## config.mk

```make
export PLATFORM = sky130hd
export DESIGN_NAME = alarm_trigger
export DESIGN_NICKNAME = d
export VERILOG_FILES = /design/src/rtl/alarm_pkg.sv /design/src/rtl/alarm_match_detect.sv /design/src/rtl/alarm_trigger.sv
export SDC_FILE = /design/constraint.sdc
export NUM_CORES = 1
export LEC_CHECK = 0
export ABC_AREA = 1
export CORE_AREA = 2 2 63 59
export CTS_BUF_LIST = sky130_fd_sc_hd__clkbuf_2
export CTS_CLUSTER_SIZE = 40
export DETAILED_ROUTE_END_ITERATION = 16
export DIE_AREA = 0 0 65 61
export PLACE_DENSITY = 0.77
export SYNTH_ARGS = -nofsm -noshare
export SYNTH_HDL_FRONTEND = slang
export SYNTH_SLANG_ARGS = --single-unit
```

## constraint.sdc

```tcl
create_clock -name clk -period 1.73 [get_ports clk]
set_input_delay 0.2595 -clock clk [delete_from_list [all_inputs] [get_ports clk]]
set_output_delay 0.2595 -clock clk [all_outputs]
set_load 0.01 [all_outputs]
```

## src/rtl/alarm_pkg.sv

```systemverilog
// Shared constants for the alarm trigger: FSM state codes, BCD digit widths
// and default timing values.
package alarm_pkg;

    localparam int HL_W = 2;
    localparam int HR_W = 4;
    localparam int ML_W = 3;
    localparam int MR_W = 4;

    localparam int DEF_RING_TIMEOUT_S = 60;
    localparam int DEF_SNOOZE_S       = 300;
    localparam int DEF_MAX_SNOOZE     = 3;

    localparam logic [1:0] ST_IDLE    = 2'd0;
    localparam logic [1:0] ST_RINGING = 2'd1;
    localparam logic [1:0] ST_SNOOZE  = 2'd2;

    typedef struct packed {
        logic [HL_W-1:0] hours_left;
        logic [HR_W-1:0] hours_right;
        logic [ML_W-1:0] minutes_left;
        logic [MR_W-1:0] minutes_right;
    } bcd_time_t;

endpackage

```

## src/rtl/alarm_match_detect.sv

```systemverilog
// Compares the stored alarm time with the current time and turns the match
// level into a single-cycle trigger on its rising edge.
module alarm_match_detect
    import alarm_pkg::*;
(
    input  logic      clk,
    input  logic      rst,
    input  logic      cfg_valid_i,
    input  logic      alarm_on_i,
    input  bcd_time_t alarm_time_i,
    input  bcd_time_t now_time_i,
    output logic      trigger_o
);

    logic match_d;
    logic match_q;

    assign match_d   = cfg_valid_i & alarm_on_i & (alarm_time_i == now_time_i);
    assign trigger_o = match_d & ~match_q;

    // Clearing match_q on reset lets a match that is still held re-fire once.
    always_ff @(posedge clk or negedge rst) begin
        if (!rst) begin
            match_q <= 1'b0;
        end else begin
            match_q <= match_d;
        end
    end

endmodule

```

## src/rtl/alarm_trigger.sv

```systemverilog
// Alarm clock ring/snooze controller: fires on a new time match, beeps at
// 1 Hz, auto-silences after a timeout and supports a limited number of snoozes.
module alarm_trigger
    import alarm_pkg::*;
#(
    parameter int RING_TIMEOUT_S = DEF_RING_TIMEOUT_S,
    parameter int SNOOZE_S       = DEF_SNOOZE_S,
    parameter int MAX_SNOOZE     = DEF_MAX_SNOOZE
) (
    input  logic            clk,
    input  logic            rst,
    input  logic            tick_1hz,
    input  logic            cfg_valid,
    input  logic            alarm_on,
    input  logic [HL_W-1:0] alarm_hours_left,
    input  logic [HR_W-1:0] alarm_hours_right,
    input  logic [ML_W-1:0] alarm_minutes_left,
    input  logic [MR_W-1:0] alarm_minutes_right,
    input  logic [HL_W-1:0] time_hours_left,
    input  logic [HR_W-1:0] time_hours_right,
    input  logic [ML_W-1:0] time_minutes_left,
    input  logic [MR_W-1:0] time_minutes_right,
    input  logic            stop_button,
    input  logic            snooze_button,
    output logic            buzzer,
    output logic            ringing,
    output logic            snoozing,
    output logic [1:0]      snooze_count,
    output logic            alarm_event
);

    localparam int RW = (RING_TIMEOUT_S > 1) ? $clog2(RING_TIMEOUT_S) : 1;
    localparam int SW = (SNOOZE_S > 1) ? $clog2(SNOOZE_S) : 1;
    localparam logic [RW-1:0] RING_LAST = RW'(RING_TIMEOUT_S - 1);
    localparam logic [SW-1:0] SNZ_LAST  = SW'(SNOOZE_S - 1);
    localparam logic [1:0]    SNZ_MAX   = 2'(MAX_SNOOZE);

    bcd_time_t alarm_time;
    bcd_time_t now_time;
    logic      trigger;

    logic [1:0]    state_q, state_d;
    logic [RW-1:0] ring_cnt_q, ring_cnt_d;
    logic [SW-1:0] snz_cnt_q, snz_cnt_d;
    logic          beep_q, beep_d;
    logic [1:0]    snooze_count_q, snooze_count_d;
    logic          event_q, event_d;

    assign alarm_time = '{alarm_hours_left, alarm_hours_right,
                          alarm_minutes_left, alarm_minutes_right};
    assign now_time   = '{time_hours_left, time_hours_right,
                          time_minutes_left, time_minutes_right};

    alarm_match_detect u_match (
        .clk          (clk),
        .rst          (rst),
        .cfg_valid_i  (cfg_valid),
        .alarm_on_i   (alarm_on),
        .alarm_time_i (alarm_time),
        .now_time_i   (now_time),
        .trigger_o    (trigger)
    );

    // Cancel (alarm_on low or stop) outranks snooze, which outranks tick expiry.
    always_comb begin
        state_d        = state_q;
        ring_cnt_d     = ring_cnt_q;
        snz_cnt_d      = snz_cnt_q;
        beep_d         = beep_q;
        snooze_count_d = snooze_count_q;
        event_d        = 1'b0;
        case (state_q)
            ST_IDLE: begin
                if (trigger) begin
                    state_d        = ST_RINGING;
                    ring_cnt_d     = '0;
                    snooze_count_d = 2'd0;
                    beep_d         = 1'b1;
                    event_d        = 1'b1;
                end
            end
            ST_RINGING: begin
                if (!alarm_on || stop_button) begin
                    state_d = ST_IDLE;
                end else if (snooze_button && (snooze_count_q < SNZ_MAX)) begin
                    state_d        = ST_SNOOZE;
                    snooze_count_d = snooze_count_q + 2'd1;
                    snz_cnt_d      = '0;
                end else if (tick_1hz) begin
                    if (ring_cnt_q == RING_LAST) begin
                        state_d = ST_IDLE;
                    end else begin
                        ring_cnt_d = ring_cnt_q + RW'(1);
                        beep_d     = ~beep_q;
                    end
                end
            end
            ST_SNOOZE: begin
                if (!alarm_on || stop_button) begin
                    state_d = ST_IDLE;
                end else if (tick_1hz) begin
                    if (snz_cnt_q == SNZ_LAST) begin
                        state_d    = ST_RINGING;
                        ring_cnt_d = '0;
                        beep_d     = 1'b1;
                    end else begin
                        snz_cnt_d = snz_cnt_q + SW'(1);
                    end
                end
            end
            default: state_d = ST_IDLE;
        endcase
    end

    always_ff @(posedge clk or negedge rst) begin
        if (!rst) begin
            state_q        <= ST_IDLE;
            ring_cnt_q     <= '0;
            snz_cnt_q      <= '0;
            beep_q         <= 1'b0;
            snooze_count_q <= 2'd0;
            event_q        <= 1'b0;
        end else begin
            state_q        <= state_d;
            ring_cnt_q     <= ring_cnt_d;
            snz_cnt_q      <= snz_cnt_d;
            beep_q         <= beep_d;
            snooze_count_q <= snooze_count_d;
            event_q        <= event_d;
        end
    end

    assign ringing      = (state_q == ST_RINGING);
    assign snoozing     = (state_q == ST_SNOOZE);
    assign buzzer       = ringing & beep_q;
    assign snooze_count = snooze_count_q;
    assign alarm_event  = event_q;

endmodule

```

Word-level counts from Yosys, hierarchy flattened. Index checks and enable logic that the tools add are counted.

Reductions and logical operators: 11. Add/sub/neg operators: 3. Bitwise logic cells: 6. Magnitude comparators: 1. Equality and inequality tests: 19. Muxes and demuxes: 39.

Operators by type and width (count): two-way mux 6 bit (8); two-way mux 9 bit (5); two-way mux 2 bit (11); one-hot mux 6 bit (3 select lines) (1); one-hot mux 9 bit (2 select lines) (1); != test 2 bit, second input constant (8); == test 13 bit (1); two-way mux 1 bit (10); adder 9 x 1 -> 9 bit, second input constant (1); == test 9 bit, second input constant (1); AND reduction 9 bit (1); adder 6 x 1 -> 6 bit, second input constant (1); == test 6 bit, second input constant (1); one-hot mux 2 bit (3 select lines) (1); AND reduction 6 bit (1); AND reduction 5 bit (1); bitwise AND 1 bit (4); != test 2 x 1 -> 1 bit, second input constant (2); != test 4 x 1 -> 1 bit, second input constant (1); != test 4 x 2 -> 1 bit, second input constant (1); one-hot mux 2 bit (2 select lines) (1); AND reduction 4 bit (1); nonzero test 2 bit (2); != test 3 x 1 -> 1 bit, second input constant (1); 12 further kinds (13).

Input port bits: 33. Flip-flop bits (word level): 22. Logic and storage cells: 86. Output and inout bits: 6.

Depth between registers and ports, before layout. Gate-level depths: netlist (run 1).

Depth in word-level cells: 6. Depth in mapped cells: 11. Gate-level depth less buffers: 11.

Modules after synthesis. Synthesis (run 1) repeated with hierarchy kept, for this count alone.

Cells, all modules: 282. Area total of the unflattened synthesis: 1730.4 um^2.

By module, submodules not included: alarm_trigger (instances 1, cells each 206, area each 1416.4 um^2, seq. area each 525.5 um^2); alarm_match_detect (instances 1, cells each 76, area each 314.1 um^2, seq. area each 25.0 um^2).

Least setup slack after synthesis (run 1). No wires, ideal clock.

Path kind: flip-flop to flip-flop. Start: register snooze_count_q[0] (netlist: snooze_count[0]). End: register snz_cnt_q[5]. Library setup time: 0.118 ns. Path buffers: 0. Data required time: 1.612 ns. Stages on the path, launching flop included: 9. Slack: 0.167 ns. Arrival: 1.444 ns. Period minus slack after synthesis: 1.563 ns. Cells stage by stage: dfrtp_1 > ha_1 > nor2_1 > nand3_4 > nand2_4 > nand2_4 > nor2_1 > xor2_1 > nor2_1.

Longest elaborated chain between the ends: 4.

RTL lines: start, declared (line alarm_trigger.sv:46) `logic [1:0] snooze_count_q, snooze_count_d;`; start signal, assigned (line alarm_trigger.sv:128) `snooze_count_q <= snooze_count_d;`; less-than comparator 2 bit (line alarm_trigger.sv:85) `end else if (snooze_button && (snooze_count_q < SNZ_MAX)) begin`; logical AND 1 bit (line alarm_trigger.sv:85); != test 2 x 1 -> 1 bit (no line); AND reduction 6 bit (no line); end signal, assigned (line alarm_trigger.sv:126) `snz_cnt_q <= snz_cnt_d;`; end, declared (line alarm_trigger.sv:44) `logic [SW-1:0] snz_cnt_q, snz_cnt_d;`.

Every way passes these cells. A chain may end at the register's enable or synchronous reset.

Worst setup path after layout (run 1).
Start: register snooze_count_q[0] (netlist: snooze_count[0]). End: register snz_cnt_q[6].

Same word-level chain as after synthesis.

==> impl_metrics.py, run 1 <==
metrics = {
    "detailed_routing": {
        "routedWlPerCell_um": 10.6,
        "routed_wl_mm": 3.62,
        "ant_nets": 0,
        "drtPass1Iterations": 4,
        "viasPerCell": 4.84,
        "drt_iter0_drc": 92,
        "remaining_drc_errors": 0,
        "dr_total_vias": 1654,
    },
    "sta": {
        "finalHoldViolations": 0,
        "tightestPinTransition_ps": 284,
        "setup_viol": 0,
        "skew_ps": 4.15,
        "post-route-period-util_pct": 95.1,
        "fmax_mhz": 608,
        "relSlewSlack_pct": 81.1,
        "setup_tns_ps": 0,
        "drv_slew": 0,
        "fin_crit_ps": 1650,
    },
    "cells_and_area": {
        "multi_input_area_um2": 955,
        "layout-drive-gt1-share_pct": 16.8,
        "area_growth_syn_to_layout_pct": 35.6,
        "area.sequential_um2": 552,
        "insertedDiodeCount": 0,
        "num-nets-final": 335,
        "fill_cells": 278,
    },
    "setup_path": {
        "reg2reg_to": "snz_cnt_q[6]",
        "cp_data_required_time_ps": 2010,
        "reg2reg_from": "snooze_count[0]",
        "r2r_slack_ps": 80,
        "critPathCapture": "snz_cnt_q[6]",
        "cp.arrival_ps": 1930,
        "path_max_fanout": 7,
        "startpoint": "snooze_count[0]",
        "critPathLaunchType": "flop",
        "worstRegToRegCells": 11,
        "worstSetupPathType": "reg2reg",
        "end_kind": "flop",
    },
    "flow_run": {
        "cap_violations": 0,
    },
    "logic_synthesis": {
        "synth_cells": 240,
        "yosysWarningCount": 0,
        "yosysSeqAreaShare_pct": 33.3,
        "synth_cell_types": 33,
        "syn_nets": 276,
        "synthesis.area_um2": 1650,
        "synth-seq-cells": 22,
        "syn_area_per_cell_um2": 6.88,
    },
    "clock_tree": {
        "clockBufferDepth": 2,
        "clock-sinks": 22,
        "cts_hold_buffers": 0,
        "clk_pin_slew_ps": 220,
        "htreeDepth": 1,
        "tritoncts": "yes",
        "numCtsBuffers": 3,
        "root_buffer": "clkbuf_2",
        "clkLatencyLatePin_ps": 330,
    },
    "worst_hold_path": {
        "hold_class": "in2async",
    },
    "placement": {
        "hpwl_mm": 2.84,
        "port_buffers": 38,
        "gp_congestion": 0.805,
    },
    "pwr": {
        "worst_ir_drop_vdd_uv": 344,
        "leakagePower_nw": 1.17,
        "finalPower_mw": 1.61,
        "p_per_area_nw_per_um2": 717,
    },
    "grt": {
        "overflow": 0,
        "grt_pass1_wl_mm": 6.35,
        "antenna_found_initial": 0,
        "grt_max_degree": 23,
        "grt_pass1_vias": 1594,
        "grt_use_total_pct": 20.4,
    },
    "floorplanning": {
        "die_h_um": 61,
        "core.rowCount": 20,
        "die_w_um": 65,
        "dieArea_um2": 3970,
        "io_pins": 39,
        "initial_core_util_pct": 50.4,
        "fp.coreArea_um2": 3280,
    },
    "run_status": {
        "outcome": "completed",
    },
}
## worst min-delay path by stage
stage | start | endpoint | slack [ps] | cells after the start
CTS | rst | snz_cnt_q[4] | 230 | 2
floorplan | rst | alarm_event | -40 | 0
global placement | beep_q | beep_q | 460 | 2
finish | rst | snz_cnt_q[4] | 230 | 2
detailed placement | beep_q | beep_q | 460 | 2
global route | rst | snz_cnt_q[6] | 200 | 2
## per-layer routing
metal	wire length (um)	part of all wire, %	track usage, %
met1	1670	46	24.4
met2	1820	50	39.2
met3	118	3.3	3.15
met4	19	0.52	4.56
met5	0	0	0
## cell families (layout without fill, tap and decap cells)
group | count (synthesis) | in the layout | synth area share, %
adder cells (fa/ha/maj) | 3 | 3 | 2.27
AND/OR/NAND/NOR | 150 | 150 | 43.8
XOR/XNOR | 6 | 6 | 3.18
buffers and inverters | 41 | 99 | 10.2
flip-flops | 22 | 22 | 33.3
AO/OA/AOI/OAI | 18 | 18 | 7.20
## worst max-delay path, stage by stage (launching register included)
cell and delay (ps):
dfrtp_1 460, ha_1 220, nor2_2 160, buf_4 140, nand3_4 70, nand2_4 80, nand2_4 90, nor2_4 110
nand2_1 80, nand2_1 70, nand2_1 40, nor2_1 80
## cell type report
class / count / area share, %
flip-flops and latches: 22 / 24.6
clock buffers: 3 / 0.670
clock inverters: 1 / 0.168
well taps: 44 / 2.46
repair buffers: 55 / 22.4
multi-input cells: 177 / 42.6
inverters: 40 / 7.04
## report_power, final
group          leakage (nW)  switching, mW  internal (mW)
Sequential            0.295         0.0919          0.602
Clock                0.0140          0.163         0.0503
Combinational         0.856          0.393          0.307
## sequential cells by signal, summed over array words and instances, names as in the netlist
register,count
beep_q,1
snz_cnt_q,9
snooze_count,2
ring_cnt_q,6
alarm_event,1
u_match.match_q,1
state_q,2
## stage by stage
step                      hold WS, ps  instances  setup WS [ps]  cell area [um2]  util, %
after CTS                         232        340           28.2             2200     67.3
after floorplan                 -36.1        240            167             1650        -
after global placement            455        335          -81.6             2180     66.5
after detailed placement          465        335           -143             2180     66.5
final                             233        342           84.7             2240     68.3
after global routing              204        342          -14.8             2240     68.3
## Yosys cell counts
cell / number / area (um2)
nor4_1: 1 / 6.26
o21ai_0: 4 / 20.0
inv_1: 34 / 128
nor3_1: 2 / 10.0
a21oi_1: 4 / 20.0
nor3b_1: 2 / 15.0
nand3_1: 18 / 90.1
o211ai_1: 1 / 7.51
nand2_4: 5 / 56.3
nor3_2: 2 / 20.0
nand2_1: 77 / 289
dfrtp_1: 22 / 551
nand3_4: 1 / 17.5
o31ai_2: 2 / 25.0
xor2_1: 6 / 52.6
a21oi_2: 1 / 8.76
inv_2: 4 / 15.0
o2111ai_1: 1 / 8.76
nand3b_1: 1 / 7.51
nand3_2: 1 / 10.0
or2_2: 3 / 18.8
o21ai_1: 3 / 15.0
o31ai_1: 1 / 7.51
nand4_1: 4 / 25.0
inv_4: 1 / 6.26
o22ai_1: 1 / 6.26
nor2_4: 2 / 22.5
ha_1: 3 / 37.5
nor2_1: 29 / 109
clkinv_4: 1 / 8.76
nor2_8: 1 / 20.0
nand2_2: 1 / 6.26
buf_6: 1 / 11.3
## layout by cell type, fill, tap and decap left out, drive strengths merged, types with 2 or more instances in the layout
| master | count |
|---|---|
| buf | 17 |
| nand2 | 83 |
| nor3 | 4 |
| o31ai | 3 |
| xor2 | 6 |
| ha | 3 |
| a21oi | 5 |
| o21ai | 7 |
| nor2 | 32 |
| clkdlybuf4s50 | 35 |
| or2 | 3 |
| clkinv | 2 |
| nor3b | 2 |
| clkbuf | 4 |
| nand4 | 4 |
| nand3 | 20 |
| inv | 39 |
| dfrtp | 22 |
## timing repair
action / 4_1_cts / 5_1_grt
setup endpoints to repair: 3 / 15
setup buffers: 1 / 2
pin swaps: 0 / 2
resized for setup: 4 / 8
Power figures use the tool's default switching activity.
==> run 2, diff against run 1 <==
CORE_AREA = 2 2 67 63   (was 2 2 63 59)
DIE_AREA = 0 0 69 65   (was 0 0 65 61)
PLACE_DENSITY = 0.74   (was 0.77)
SYNTH_HIERARCHICAL = 1   (was unset)
clock period = 1.5 ns   (was 1.73 ns; I/O delays follow)
==> impl_metrics.py, run 2 <==
metrics = {
    "setup_path": {
        "end_kind": "primary output",
        "cp.arrival_ps": 1320,
        "cp_data_required_time_ps": 1270,
        "critPathLaunchType": "flop",
        "cp_cell_sequence": "buf_6 -> nor2_4 -> nand2_2 -> inv_1 -> buf_2",
        "slowest_stage": "dfrtp_1",
        "max_stage_delay_ps": 450,
        "path_max_fanout": 3,
        "worstSetupPathType": "reg2out",
    },
    "placement": {
        "gp_congestion": 0.814,
        "dpl.cell_count": 394,
        "hpwl_mm": 3.25,
        "port_buffers": 38,
    },
    "sta": {
        "skew_ps": 8.72,
        "relSlewSlack_pct": 79.8,
        "tightestPinTransition_ps": 301,
        "setup_viol": 1,
        "fin_ws_ps": -40.1,
        "fmax_mhz": 649,
        "rsz0062_at_grt": "true",
        "fin_crit_ps": 1540,
        "post-route-period-util_pct": 103,
        "drv_slew": 0,
        "finalHoldViolations": 0,
    },
    "logic_synthesis": {
        "synth_cell_types": 24,
        "synth_commonest_cells": "105 x nand2_1, 47 x inv_1, 35 x nor2_1, 23 x nand3_1, 22 x dfrtp_1",
        "synth_top_area_share_pct": 31.8,
        "synthArstFlopShare_pct": 100,
        "yosysWarningCount": 6,
        "synth_top_cell_by_area": "dfrtp_1",
        "synth_flop_cell": "dfrtp_1",
        "synth-edff-count": 0,
        "syn_area_per_cell_um2": 6.14,
        "synth_cells": 282,
        "yosysSeqAreaShare_pct": 31.8,
        "synth-seq-cells": 22,
        "syn_nets": 318,
        "yosys-top-cells-area": "dfrtp_1 32%, nand2_1 23%, inv_1 10%",
        "synth_most_common_cell": "nand2_1",
        "synthesis.area_um2": 1730,
    },
    "cells_and_area": {
        "fin_util_pct": 67.2,
        "finalNonFillerCells": 411,
        "insertedDiodeCount": 0,
        "top_regs": "snz_cnt_q: 9 flops, ring_cnt_q: 6 flops",
        "layout-drive-gt1-share_pct": 24.5,
        "largest-register": "snz_cnt_q",
        "num-nets-final": 400,
        "largest_register_ffs": 9,
        "area_growth_syn_to_layout_pct": 49.7,
        "fill_cells": 345,
        "multi_input_area_um2": 1080,
        "layout_common_cells": "91 x nand2_1, 46 x inv_1, 31 x nor2_1",
        "layout_commonest_cell": "nand2_1",
        "area.sequential_um2": 551,
    },
    "clock_tree": {
        "tritoncts": "yes",
        "htreeDepth": 1,
        "clkLatencyLatePin_ps": 340,
        "root_buffer": "clkbuf_2",
        "clockBufferDepth": 2,
        "clock-sinks": 22,
        "clk_pin_slew_ps": 220,
        "numCtsBuffers": 3,
    },
    "floorplanning": {
        "core.rowCount": 22,
        "die_w_um": 69,
        "die_h_um": 65,
        "dieArea_um2": 4490,
        "fp.coreArea_um2": 3850,
        "initial_core_util_pct": 44.9,
        "io_pins": 39,
    },
    "grt": {
        "antenna_found_initial": 0,
        "grt_pass1_vias": 1788,
        "grt_max_degree": 23,
        "overflow": 0,
        "grt_pass1_wl_mm": 7.42,
        "grt_use_total_pct": 20.0,
    },
    "pwr": {
        "p_per_area_nw_per_um2": 1100,
        "p_int_mw": 1.59,
        "pwr-share-clk_pct": 8.8,
        "power.net_switching_mw": 1.26,
        "power_frac_seq_pct": 27.5,
        "leakagePower_nw": 1.40,
        "combPwrFrac_pct": 63.6,
        "worst_ir_drop_vdd_uv": 397,
        "swShare_pct": 44.2,
    },
    "run_status": {
        "outcome": "complete, but fails checks",
        "failed_checks": "negative setup slack",
    },
    "detailed_routing": {
        "ant_nets": 0,
        "remaining_drc_errors": 0,
        "viasPerCell": 4.77,
        "routedWlPerCell_um": 10.5,
        "drt_iter0_drc": 191,
        "routed_wl_mm": 4.33,
        "dr_total_vias": 1962,
        "drtPass1Iterations": 4,
    },
    "worst_hold_path": {
        "hold_class": "in2async",
    },
    "flow_run": {
        "cap_violations": 0,
    },
}
## run 2: cell types whose count changed in the layout (fill, tap and decap cells not counted), sizes merged, moves of 6 or more
| cell | previous run | this run |
|---|---|---|
| buf | 17 | 41 |
| clkdlybuf4s15 | 1 | 12 |
| nor2 | 32 | 39 |
| clkdlybuf4s50 | 35 | 4 |
| o21ai | 7 | 15 |
| nand3 | 20 | 26 |
| xor2 | 6 | 0 |
| dlygate4sd2 | 1 | 19 |
| inv | 39 | 50 |
| nand2 | 83 | 110 |
## run 2: path summary, 6_finish.rpt
check	startpoint	endpoint	slack (ps)	cells past startpoint
hold / removal	rst	snz_cnt_q[1]	180	2
hold reg to reg	beep_q	beep_q	540	2
min in group clk	alarm_minutes_right[3]	u_match/match_q	510	7
max in group asynchronous	rst	beep_q	1100	2
setup reg to reg	state_q[1]	beep_q	20	9
setup / recovery	state_q[1]	buzzer	-40	5
## run 2: cells by family (layout without fill, tap and decap cells)
logic type / Yosys count / after routing / share of synthesized area [%]
flops: 22 / 22 / 31.8
buf+inv: 52 / 132 / 11.8
compound gates: 19 / 19 / 6.65
mux: 1 / 1 / 0.578
xor+xnor: 1 / 1 / 0.506
simple gates: 184 / 185 / 46.5
fa+ha+maj: 3 / 3 / 2.17
## run 2: power by group through the flow
stage	Clock (mW)	Combinational [mW]	Sequential [mW]
floorplan	0	0.774	0.834
global placement	0	1.43	0.794
detailed placement	0	1.46	0.798
CTS	0.255	1.57	0.776
global route	0.275	2.00	0.799
finish	0.252	1.81	0.784
## run 2: what timing repair did
item	CTS	global route
hold buffers	0	0
endpoints found under the setup margin	15	23
setup buffers	9	6
pin swaps	24	32
gates resized for setup	47	56
gates cloned	0	1
## run 2: through the flow
step           area (um2)  hold slack [ps]  total power [mW]  setup TNS, ps  worst slack, ps
6_report             2590              180              2.85          -40.1            -40.1
5_1_grt              2590              181              3.07           -540            -86.2
4_1_cts              2420              195              2.60           -691            -87.5
3_5_place_dp         2360              467              2.26          -7240             -568
3_3_place_gp         2360              463              2.23          -6660             -523
2_1_floorplan        1730            -70.6              1.61              0             44.1
## run 2: critical path: cells and delay by family, from the launching register on
kind                   cells  cell delay (ps)
and+or+nand+nor            2              230
DFF                        1              450
buffers and inverters      3              300
## run 2: cell type report
class	instances	area share (%)
clock buffers	3	0.580
clock inverters	1	0.145
inverters	51	7.87
multi-input cells	209	41.6
flip-flops and latches	22	21.3
well taps	48	2.32
repair buffers	77	26.2
## run 2: layer usage
| layer | vias to the layer above | wire, um | track usage, % | share of wire (%) |
|---|---|---|---|---|
| met1 | 858 | 1810 | 25.4 | 42 |
| met4 | 0 | 55 | 6.86 | 1.3 |
| met2 | 64 | 2210 | 35.2 | 51 |
| li1 | 1034 | - | - | - |
| met3 | 6 | 262 | 2.64 | 6.0 |
| met5 | - | 0 | 0 | 0 |
==> run 3, diff against run 2 <==
CAP_MARGIN = 20   (was unset)
TNS_END_PERCENT = 1   (was unset)
==> impl_metrics.py, run 3 (same netlist as run 2, synthesis figures left out) <==
metrics = {
    "cells_and_area": {
        "largest-register": "snz_cnt_q",
        "num-nets-final": 394,
        "fin_util_pct": 66.9,
        "top_regs": "snz_cnt_q: 9 flops, ring_cnt_q: 6 flops",
        "insertedDiodeCount": 0,
        "layout-drive-gt1-share_pct": 20.7,
        "layout_common_cells": "98 x nand2_1, 46 x inv_1, 32 x nor2_1",
        "area_growth_syn_to_layout_pct": 49.0,
        "largest_register_ffs": 9,
        "layout_commonest_cell": "nand2_1",
    },
    "pwr": {
        "leakagePower_nw": 1.58,
        "pwr-share-clk_pct": 9.6,
        "worst_ir_drop_vdd_uv": 399,
        "combPwrFrac_pct": 61.5,
        "power_frac_seq_pct": 29.0,
        "power.net_switching_mw": 1.20,
        "finalPower_mw": 2.70,
        "swShare_pct": 44.3,
        "p_int_mw": 1.50,
        "p_per_area_nw_per_um2": 1050,
    },
    "sta": {
        "fin_ws_ps": -32.1,
        "finalHoldViolations": 0,
        "fmax_mhz": 653,
        "relSlewSlack_pct": 79.1,
        "tightestPinTransition_ps": 312,
        "fin_crit_ps": 1530,
        "setup_viol": 1,
        "rsz0062_at_grt": "true",
        "hold_slack_ps": 163,
        "setup_tns_ps": -32.1,
        "post-route-period-util_pct": 102,
        "drv_slew": 0,
        "skew_ps": 17.7,
    },
    "setup_path": {
        "cp_data_required_time_ps": 1270,
        "worstSetupPathType": "reg2out",
        "end_kind": "primary output",
        "crit_buf_inv": 3,
        "cp_cell_sequence": "buf_4 -> nor2_4 -> nand2_1 -> inv_1 -> buf_2",
        "max_stage_delay_ps": 440,
        "cp_top_family": "flip-flops",
        "path_max_fanout": 3,
        "critPathLaunchType": "flop",
        "slowest_stage": "dfrtp_1",
        "cp.arrival_ps": 1310,
    },
    "floorplanning": {
        "die_h_um": 65,
        "die_w_um": 69,
        "io_pins": 39,
        "initial_core_util_pct": 44.9,
        "core.rowCount": 22,
        "dieArea_um2": 4490,
        "fp.coreArea_um2": 3850,
    },
    "detailed_routing": {
        "dr_total_vias": 1946,
        "routed_wl_mm": 4.38,
        "remaining_drc_errors": 0,
        "drtPass1Iterations": 5,
        "routedWlPerCell_um": 10.8,
        "viasPerCell": 4.80,
        "ant_nets": 0,
        "drt_iter0_drc": 134,
    },
    "clock_tree": {
        "root_buffer": "clkbuf_2",
        "tritoncts": "yes",
        "clk_pin_slew_ps": 230,
        "clkLatencyLatePin_ps": 360,
        "htreeDepth": 1,
        "clockBufferDepth": 2,
        "numCtsBuffers": 3,
        "clock-sinks": 22,
    },
    "grt": {
        "grt_max_degree": 23,
        "antenna_found_initial": 0,
        "grt_use_total_pct": 19.5,
        "overflow": 0,
        "grt_pass1_wl_mm": 7.23,
        "grt_pass1_vias": 1763,
    },
    "placement": {
        "hpwl_mm": 3.25,
        "pre_cts_slack_ps": -568,
        "port_buffers": 38,
        "gp_congestion": 0.814,
    },
    "run_status": {
        "failed_checks": "negative setup slack",
        "outcome": "complete, but fails checks",
    },
    "worst_hold_path": {
        "hold_class": "in2async",
    },
    "flow_run": {
        "cap_violations": 0,
    },
}
==> run 3: changes by cell type in the layout (fill, tap and decap cells not counted), sizes merged <==
cell           before  now
clkbuf              4    5
buf                41   35
clkdlybuf4s15      12    0
dlymetal6s2s        0   27
dlygate4sd2        19    3
==> run 3: repair_timing <==
item	in CTS	in global routing
pin swaps	3	29
setup endpoints to repair	15	23
setup buffers	2	5
gates cloned	0	1
hold buffers	0	0
gates resized for setup	16	60
==> run 3: per-stage QoR <==
stage / cell area (um2) / instances
2_1_floorplan: 1730 / 282
6_report: 2580 / 405
4_1_cts: 2410 / 400
3_3_place_gp: 2360 / 394
3_5_place_dp: 2360 / 394
5_1_grt: 2580 / 405
==> run 3: path summary, 6_finish.rpt <==
| path | start | endpoint | slack (ps) | cells after the start |
|---|---|---|---|---|
| worst min-delay path | rst | snz_cnt_q[0] | 160 | 2 |
| min in group clk | time_minutes_right[3] | u_match/match_q | 310 | 6 |
| max in group asynchronous | rst | beep_q | 1090 | 2 |
| worst max-delay path | state_q[1] | buzzer | -30 | 5 |
| worst max register to register | snooze_count[1] | ring_cnt_q[4] | 40 | 9 |
| worst min register to register | beep_q | beep_q | 530 | 2 |
==> run 3: worst reg2reg max path: cells and delay by family (launching register included) <==
| kind | cells | cell delay (ps) |
|---|---|---|
| and+or+nand+nor | 7 | 650 |
| adders and majority gates | 1 | 180 |
| buffers and inverters | 1 | 140 |
| DFF | 1 | 410 |
==> run 3: area by class of cell <==
type | count | area [um2]
multi-input cells | 209 | 1050
fillers | 346 | 1280
clock buffers | 3 | 15.0
clock inverters | 1 | 3.75
inverters | 51 | 201
flip-flops and latches | 22 | 551
well taps | 48 | 60.1
repair buffers | 71 | 701
==> run 3: layer usage <==
metal,vias up,GRT usage [%],share of wire (%)
met5,-,0,0
met4,0,7.60,0.96
met3,4,2.80,5.8
met2,56,34.0,50
met1,865,24.5,43
li1,1021,-,-
==> run 3: power by group through the flow <==
stage	combinational (mW)	clock (mW)	sequential (mW)
after CTS	1.50	0.255	0.785
final	1.66	0.259	0.781
after global placement	1.43	0	0.794
after floorplan	0.774	0	0.834
after detailed placement	1.46	0	0.798
after global routing	1.84	0.278	0.796
